$ cat config.mk
export PLATFORM = sky130hd
export DESIGN_NAME = ysyx_22051468_exu_out_stage
export DESIGN_NICKNAME = d
export VERILOG_FILES = /design/src/rtl/ysyx_22051468_exu_out_stage.sv
export SDC_FILE = /design/constraint.sdc
export NUM_CORES = 1
export LEC_CHECK = 0
export ABC_AREA = 0
export CORE_UTILIZATION = 40
export CTS_CLUSTER_DIAMETER = 40
export DETAILED_ROUTE_END_ITERATION = 10
export DONT_BUFFER_PORTS = 1
export PLACE_DENSITY = 0.56
export SLEW_MARGIN = 20
export SYNTH_ARGS = -nofsm -noshare
export SYNTH_HDL_FRONTEND = slang
export SYNTH_SLANG_ARGS = --single-unit
$ cat constraint.sdc
create_clock -name clk -period 2.3 [get_ports clk]
set_clock_uncertainty 0.15 [all_clocks]
set_input_delay 0.575 -clock clk [delete_from_list [all_inputs] [get_ports clk]]
set_output_delay 0.575 -clock clk [all_outputs]
set_load 0.03 [all_outputs]
$ cat src/rtl/ysyx_22051468_exu_out_stage.sv
// Execute-stage output buffer: W-type sign extension, branch resolution, 2-entry skid buffer to MEM.
// Latency 1 cycle; in_ready depends only on the state register (low when both entries are full).
module ysyx_22051468_exu_out_stage #(
    parameter int WIDTH          = 64,
    parameter int REG_ADDR_WIDTH = 5
) (
    input  logic                      clk,
    input  logic                      rst_n,
    input  logic                      flush,
    input  logic                      in_valid,
    output logic                      in_ready,
    input  logic [WIDTH-1:0]          alu_result_i,
    input  logic                      alu_zero_i,
    input  logic                      alu_slt_i,
    input  logic                      is_W_i,
    input  logic [2:0]                br_type_i,
    input  logic [WIDTH-1:0]          pc_i,
    input  logic [WIDTH-1:0]          imm_i,
    input  logic [REG_ADDR_WIDTH-1:0] rd_addr_i,
    input  logic                      rd_wen_i,
    output logic                      out_valid,
    input  logic                      out_ready,
    output logic [WIDTH-1:0]          out_result,
    output logic [REG_ADDR_WIDTH-1:0] out_rd_addr,
    output logic                      out_rd_wen,
    output logic                      out_br_taken,
    output logic [WIDTH-1:0]          out_br_target
);

    typedef struct packed {
        logic [WIDTH-1:0]          result;
        logic [WIDTH-1:0]          br_target;
        logic [REG_ADDR_WIDTH-1:0] rd_addr;
        logic                      rd_wen;
        logic                      br_taken;
    } rec_t;

    typedef enum logic [1:0] {
        EMPTY = 2'd0,
        ONE   = 2'd1,
        TWO   = 2'd2
    } state_t;

    state_t state, state_n;
    rec_t   head, skid, new_rec;
    logic   accept, pop, is_branch, taken;
    logic   load_head_new, load_head_skid, load_skid;

    assign in_ready  = (state != TWO);
    assign out_valid = (state != EMPTY);
    assign accept    = in_valid & in_ready;
    assign pop       = out_valid & out_ready;

    always_comb begin
        is_branch = 1'b0;
        taken     = 1'b0;
        case (br_type_i)
            3'd1: begin is_branch = 1'b1; taken = alu_zero_i;  end
            3'd2: begin is_branch = 1'b1; taken = ~alu_zero_i; end
            3'd3: begin is_branch = 1'b1; taken = alu_slt_i;   end
            3'd4: begin is_branch = 1'b1; taken = ~alu_slt_i;  end
            default: ;
        endcase
    end

    always_comb begin
        new_rec           = '0;
        new_rec.result    = is_W_i ? {{(WIDTH-32){alu_result_i[31]}}, alu_result_i[31:0]}
                                   : alu_result_i;
        new_rec.br_target = pc_i + imm_i;
        new_rec.rd_addr   = rd_addr_i;
        // Branches never write back, and x0 is hard-wired to zero.
        new_rec.rd_wen    = rd_wen_i & (rd_addr_i != '0) & ~is_branch;
        new_rec.br_taken  = taken;
    end

    always_comb begin
        state_n        = state;
        load_head_new  = 1'b0;
        load_head_skid = 1'b0;
        load_skid      = 1'b0;
        if (flush) begin
            state_n = EMPTY;
        end else begin
            case (state)
                EMPTY: if (accept) begin
                    state_n       = ONE;
                    load_head_new = 1'b1;
                end
                ONE: begin
                    if (accept && pop) begin
                        load_head_new = 1'b1;
                    end else if (accept) begin
                        state_n   = TWO;
                        load_skid = 1'b1;
                    end else if (pop) begin
                        state_n = EMPTY;
                    end
                end
                TWO: if (pop) begin
                    state_n        = ONE;
                    load_head_skid = 1'b1;
                end
                default: state_n = EMPTY;
            endcase
        end
    end

    always_ff @(posedge clk or negedge rst_n) begin
        if (!rst_n) state <= EMPTY;
        else        state <= state_n;
    end

    always_ff @(posedge clk or negedge rst_n) begin
        if (!rst_n) begin
            head <= '0;
            skid <= '0;
        end else begin
            if (load_head_new)       head <= new_rec;
            else if (load_head_skid) head <= skid;
            if (load_skid)           skid <= new_rec;
        end
    end

    assign out_result    = head.result;
    assign out_rd_addr   = head.rd_addr;
    assign out_rd_wen    = head.rd_wen;
    assign out_br_taken  = head.br_taken;
    assign out_br_target = head.br_target;

endmodule

== Yosys cells after proc, flatten, opt, wreduce, memory -nomap -nowiden ==
Index checks and enable logic that the tools add are counted.

* Register bits after elaboration: 272
* Input bits: 209
* Logic and storage cells: 59

* Add/subtract/negate cells: 1
* Equal/unequal tests: 11
* Multiplexer cells: 22
* Bitwise operators: 7
* Reduce and logical (&&, ||, !) cells: 7

{| class="wikitable"
|+ Operator list
! operator !! count
|-
| 2-to-1 mux 135 bit || 2
|-
| adder 64 bit || 1
|-
| 2-to-1 mux 64 bit || 1
|-
| 2-to-1 mux 2 bit || 6
|-
| 2-to-1 mux 1 bit || 10
|-
| != test 3 bit (second input constant) || 3
|-
| equality test 3 x 2 -> 1 bit (second input constant) || 2
|-
| one-hot mux 2 bit (3 select lines) || 1
|-
| nonzero test 5 bit || 1
|-
| bitwise AND 1 bit || 4
|-
| != test 4 bit (second input constant) || 1
|-
| one-hot mux 1 bit (4 select lines) || 1
|-
| AND reduction 4 bit || 1
|-
| nonzero test 2 bit || 2
|-
| OR reduction 4 bit || 1
|-
| equality test 3 x 1 -> 1 bit (second input constant) || 1
|-
| equality test 3 bit (second input constant) || 1
|-
| inverter 1 bit || 3
|-
| equality test 2 x 1 -> 1 bit (second input constant) || 1
|-
| equality test 2 bit (second input constant) || 1
|-
| logical NOT 2 bit || 1
|-
| != test 2 bit (second input constant) || 1
|-
| one-hot mux 1 bit (2 select lines) || 1
|-
| logical AND 1 bit || 1
|}

== Depth between registers and ports, before layout ==
* Word-level depth: 7
* Mapped depth: 11
* Mapped depth without buffers: 11

== Least setup slack after synthesis ==
OpenSTA, ideal clock, no wires.

* Path kind: input port to flip-flop
* Start: input pc_i[0]
* End: register skid[47] in the netlist's numbering
* Library setup time: 0.125 ns
* Arrival: 2.810 ns
* Path slack: -0.785 ns
* Cell stages on the path: 11
* Path through: ha_1 > fa_1 > a211oi_1 > o21ai_1 > nand3_1 > a211oi_1 > o21a_1 > o21ai_0 > o31ai_1 > xor2_1 > mux2_2

* Word-level cells in the longest chain between the ends: 1

{| class="wikitable"
|+ Ends and longest elaborated chain
! element !! line !! source
|-
| start: declaration || 17 || <nowiki>input logic [WIDTH-1:0] pc_i,</nowiki>
|-
| adder 64 bit || 70 || <nowiki>new_rec.br_target = pc_i + imm_i;</nowiki>
|-
| end signal: assignment || 121 || <nowiki>if (load_skid) skid <= new_rec;</nowiki>
|-
| end: declaration || 45 || <nowiki>rec_t head, skid, new_rec;</nowiki>
|}

No other way between the ends.
A chain may end at the register's enable or synchronous reset.

== Worst setup path after layout ==
* Start: input imm_i[0]
* End: register head, in the netlist out_br_target[60]

* Word-level cells in the longest chain between the ends: 2

{| class="wikitable"
|+ Ends and longest elaborated chain
! element !! line !! source
|-
| start: declaration || 18 || <nowiki>input logic [WIDTH-1:0] imm_i,</nowiki>
|-
| adder 64 bit || 70 ||
|-
| 2-to-1 mux 135 bit || 119 || <nowiki>if (load_head_new) head <= new_rec;</nowiki>
|-
| end signal: assignment || 119 ||
|-
| end signal: assignment || 120 || <nowiki>else if (load_head_skid) head <= skid;</nowiki>
|-
| end: declaration || 45 ||
|}

No other way between the ends.

==> impl_metrics.json <==
{
  "violations": "hold timing, setup timing",
  "fill_cells": 3161,
  "p_comb_share_pct": 20.8,
  "reg2reg_slack_ns": 0.18,
  "synth_area_per_cell_um2": 8.85,
  "grt_pass1_wl_um": 75200,
  "slew_violations": 0,
  "dp_hpwl_um": 33100,
  "hold_path.class": "input pin to asynchronous set/reset pin",
  "maxCapViolCount": 0,
  "drt_pass1_iterations": 5,
  "final_util_pct": 57.1,
  "diodes": 0,
  "drt-wirelength-per-cell_um": 19.8,
  "ys_top_cells_by_area": "dfrtp_1, nand2_1, ha_1, a21oi_1, a22oi_1",
  "cp-end-kind": "flop",
  "design_area_um2": 20900,
  "ys_warn_count": 0,
  "pin_count": 346,
  "p_leak_uw": 0.00964,
  "grt-ovfl-total": 0,
  "antenna_found_initial": 0,
  "r2r_end": "out_result[58]",
  "synth_commonest_cells": "nand2_1, dfrtp_1, a21oi_1, nor2_1, o21ai_0",
  "swShare_pct": 33.7,
  "numCtsBuffers": 45,
  "rsz0062_at_grt": "true",
  "switchingPower_uw": 6490,
  "die_h_um": 194,
  "ys_ff_latch": 272,
  "grt-busiest-layer": "met2",
  "critPathRequiredTime_ns": 2.60,
  "ir_worst_vdd_uv": 515,
  "finalWeightedCongestion": 0.910,
  "synth_cell_type_count": 67,
  "worstRegToRegCells": 6,
  "p_int_uw": 12800,
  "max_stage_delay_ns": 0.37,
  "clk_path_buf_depth": 3,
  "coreArea_um2": 36500,
  "cp_max_fo": 5,
  "synth_top_area_share_pct": 45.9,
  "grt_pass1_vias": 13600,
  "grtUsageMet1_pct": 31.5,
  "period_share_pct": 110,
  "yosysSeqAreaShare_pct": 45.9,
  "yosysTopAreaCell": "dfrtp_1",
  "final_nets": 2230,
  "port_buffers": 0,
  "initial_utilization_pct": 40.6,
  "finalPower_uw": 19200,
  "drt_wl_total_um": 48600,
  "final_antenna_net_count": 0,
  "clk_pin_slew_ns": 0.06,
  "slowest_stage": "fa_2",
  "drt-vias-per-instance": 5.57,
  "max_slew_margin_pct": 57.5,
  "netlist_area_um2": 14800,
  "setup_viol": 44,
  "cp_common_cell": "a211oi_4",
  "grt_usage_pct": 25.0,
  "startpoint_type": "input pin",
  "yosysMostFrequentCell": "nand2_1",
  "drt-initial-drc-count": 783,
  "p_clk_share_pct": 37.6,
  "drc_errors": 0,
  "clock_latency_ns": 0.57,
  "die_w_um": 194,
  "hold_buffers": 39,
  "grt_max_degree": 273,
  "gr-usage-met3_pct": 7.06,
  "syn_nets": 1948,
  "drive_above_1_share_pct": 28.5,
  "worst_slew_pin_slew_ns": 0.638,
  "root_buffer": "clkbuf_16",
  "synth_edf_count": 0,
  "die_area_um2": 37800,
  "worstReg2RegStart": "state[0]",
  "p_seq_share_pct": 41.5,
  "async_reset_ff_share_pct": 100,
  "fin_hold_ws_ns": -0.438,
  "path_cells": "ha_4 > fa_2 > a211oi_4 > o21ai_2 > nand3_4 > a211oi_4 > o21a_4 > o211ai_1 > a31oi_1 > o21a_1 > o31ai_1",
  "num_rows": 70,
  "ctsHtreeMaxLevel": 2,
  "setup.worst_path.class": "input pin to flop",
  "status": "finished with violations",
  "setup_ws_ns": -0.233,
  "layout_min_cycle_time_ns": 2.53,
  "synth_ff_type": "dfrtp_1",
  "crit_start": "imm_i[0]",
  "place_area_um2": 17800,
  "met2_usage_pct": 41.3,
  "cts_tree": "done",
  "cp_data_arrival_time_ns": 2.84,
  "place_inst": 2310,
  "p_per_area_nw_per_um2": 923,
  "syn_inst": 1675,
  "hold_viol": 272,
  "vias": 13700,
  "cts_sinks": 272,
  "stdcell_count": 2461,
  "timing.fmax_mhz": 395,
  "syn2layout_area_growth_pct": 40.7
}
-- how the worst max path moves through the flow --
stage,endpoint,slack (ns),cells past startpoint
CTS,skid[65],-0.17,11
detailed placement,skid[46],-0.95,10
finish,out_br_target[60],-0.23,11
global placement,skid[62],-0.88,10
floorplan,skid[46],-0.65,10
global route,skid[67],-0.28,11
-- stage by stage --
stage | worst slack, ns | TNS [ns]
finish | -0.233 | -4.39
global route | -0.283 | -7.03
CTS | -0.171 | -2.48
detailed placement | -0.948 | -64.85
global placement | -0.881 | -61.48
floorplan | -0.655 | -28.53
-- placed cells by master, fill, tap and decap left out, types with 6 or more instances in the layout --
| cell type | netlist | layout |
|---|---|---|
| buf_6 | 0 | 16 |
| a22o_1 | 11 | 11 |
| a21oi_2 | 2 | 21 |
| buf_4 | 5 | 277 |
| nand4_1 | 27 | 27 |
| nor3_1 | 23 | 17 |
| clkbuf_16 | 0 | 45 |
| nand3_1 | 17 | 13 |
| a221o_1 | 34 | 34 |
| o31ai_1 | 12 | 7 |
| nand2b_1 | 7 | 7 |
| o21ai_2 | 1 | 6 |
| xnor2_2 | 0 | 14 |
| nand2_2 | 1 | 8 |
| bufinv_16 | 0 | 8 |
| o21ai_1 | 4 | 41 |
| o21a_1 | 10 | 7 |
| buf_12 | 0 | 13 |
| o21ai_0 | 95 | 49 |
| dlygate4sd3_1 | 0 | 39 |
| xor2_2 | 0 | 6 |
| a21o_1 | 30 | 30 |
| xnor2_1 | 35 | 19 |
| ha_1 | 63 | 26 |
| a22oi_1 | 87 | 87 |
| a21oi_4 | 0 | 10 |
| nor2_1 | 124 | 120 |
| xor2_1 | 22 | 15 |
| inv_1 | 20 | 20 |
| ha_4 | 0 | 37 |
| mux2_4 | 0 | 7 |
| nand2_1 | 384 | 372 |
| dfrtp_1 | 272 | 272 |
| nor2b_1 | 7 | 6 |
| o21bai_1 | 15 | 13 |
| o211ai_1 | 8 | 8 |
| a21oi_1 | 157 | 128 |
| a221oi_1 | 6 | 6 |
| mux2i_1 | 7 | 7 |
-- kinds of logic after synthesis --
kind of cell    after synthesis  share of synthesized area [%]
simple gates                624                           17.6
compound gates              510                           22.7
flops                       272                           45.9
buf+inv                     130                           3.56
fa+ha+maj                    64                           5.46
xor+xnor                     57                           3.37
mux                          18                           1.31
-- power by group through the flow --
stage                     Clock [uW]  Sequential [uW]  Combinational, uW
final                           7240             8000               4010
after global routing            7590             8130               4440
after CTS                       7380             7990               3810
after detailed placement           0             8060               3540
after global placement             0             8010               3470
after floorplan                    0             7690               2420
-- area by class of cell --
cell class	count	area, um^2	area share, %
clock buffer	54	1200	5.75
clock inverter	29	428	2.05
inverter	20	75.1	0.360
multi-input combinational	1273	8850	42.4
sequential	272	6810	32.6
tap	468	586	2.81
timing repair buffer	345	2910	14.0
-- registers in the layout, indices dropped and copies added (netlist names) --
register / flops
out_br_target: 64
state: 2
skid: 135
out_br_taken: 1
out_rd_wen: 1
out_result: 64
out_rd_addr: 5
-- per-layer routing --
metal  part of all wire, %  wire length (um)  vias up
met4                   2.8              1370        0
met3                   7.6              3720       94
met2                    48             23100      483
met1                    42             20400     6625
met5                     0                 0        -
li1                      -                 -     6510
-- what timing repair did --
action | 4_1_cts | 5_1_grt
buffers inserted | 19 | 15
pin swaps | 60 | 74
gates resized for setup | 73 | 77
setup endpoints to repair | 72 | 69
hold endpoints to repair | 344 | 272
-- critical path, delay by kind of cell --
kind                     cells  cell delay, ns
adder cells (fa/ha/maj)      2            0.53
AND/OR/NAND/NOR              1            0.12
AO/OA/AOI/OAI                8            1.60
Note: power is estimated with default switching activity, not from simulation.
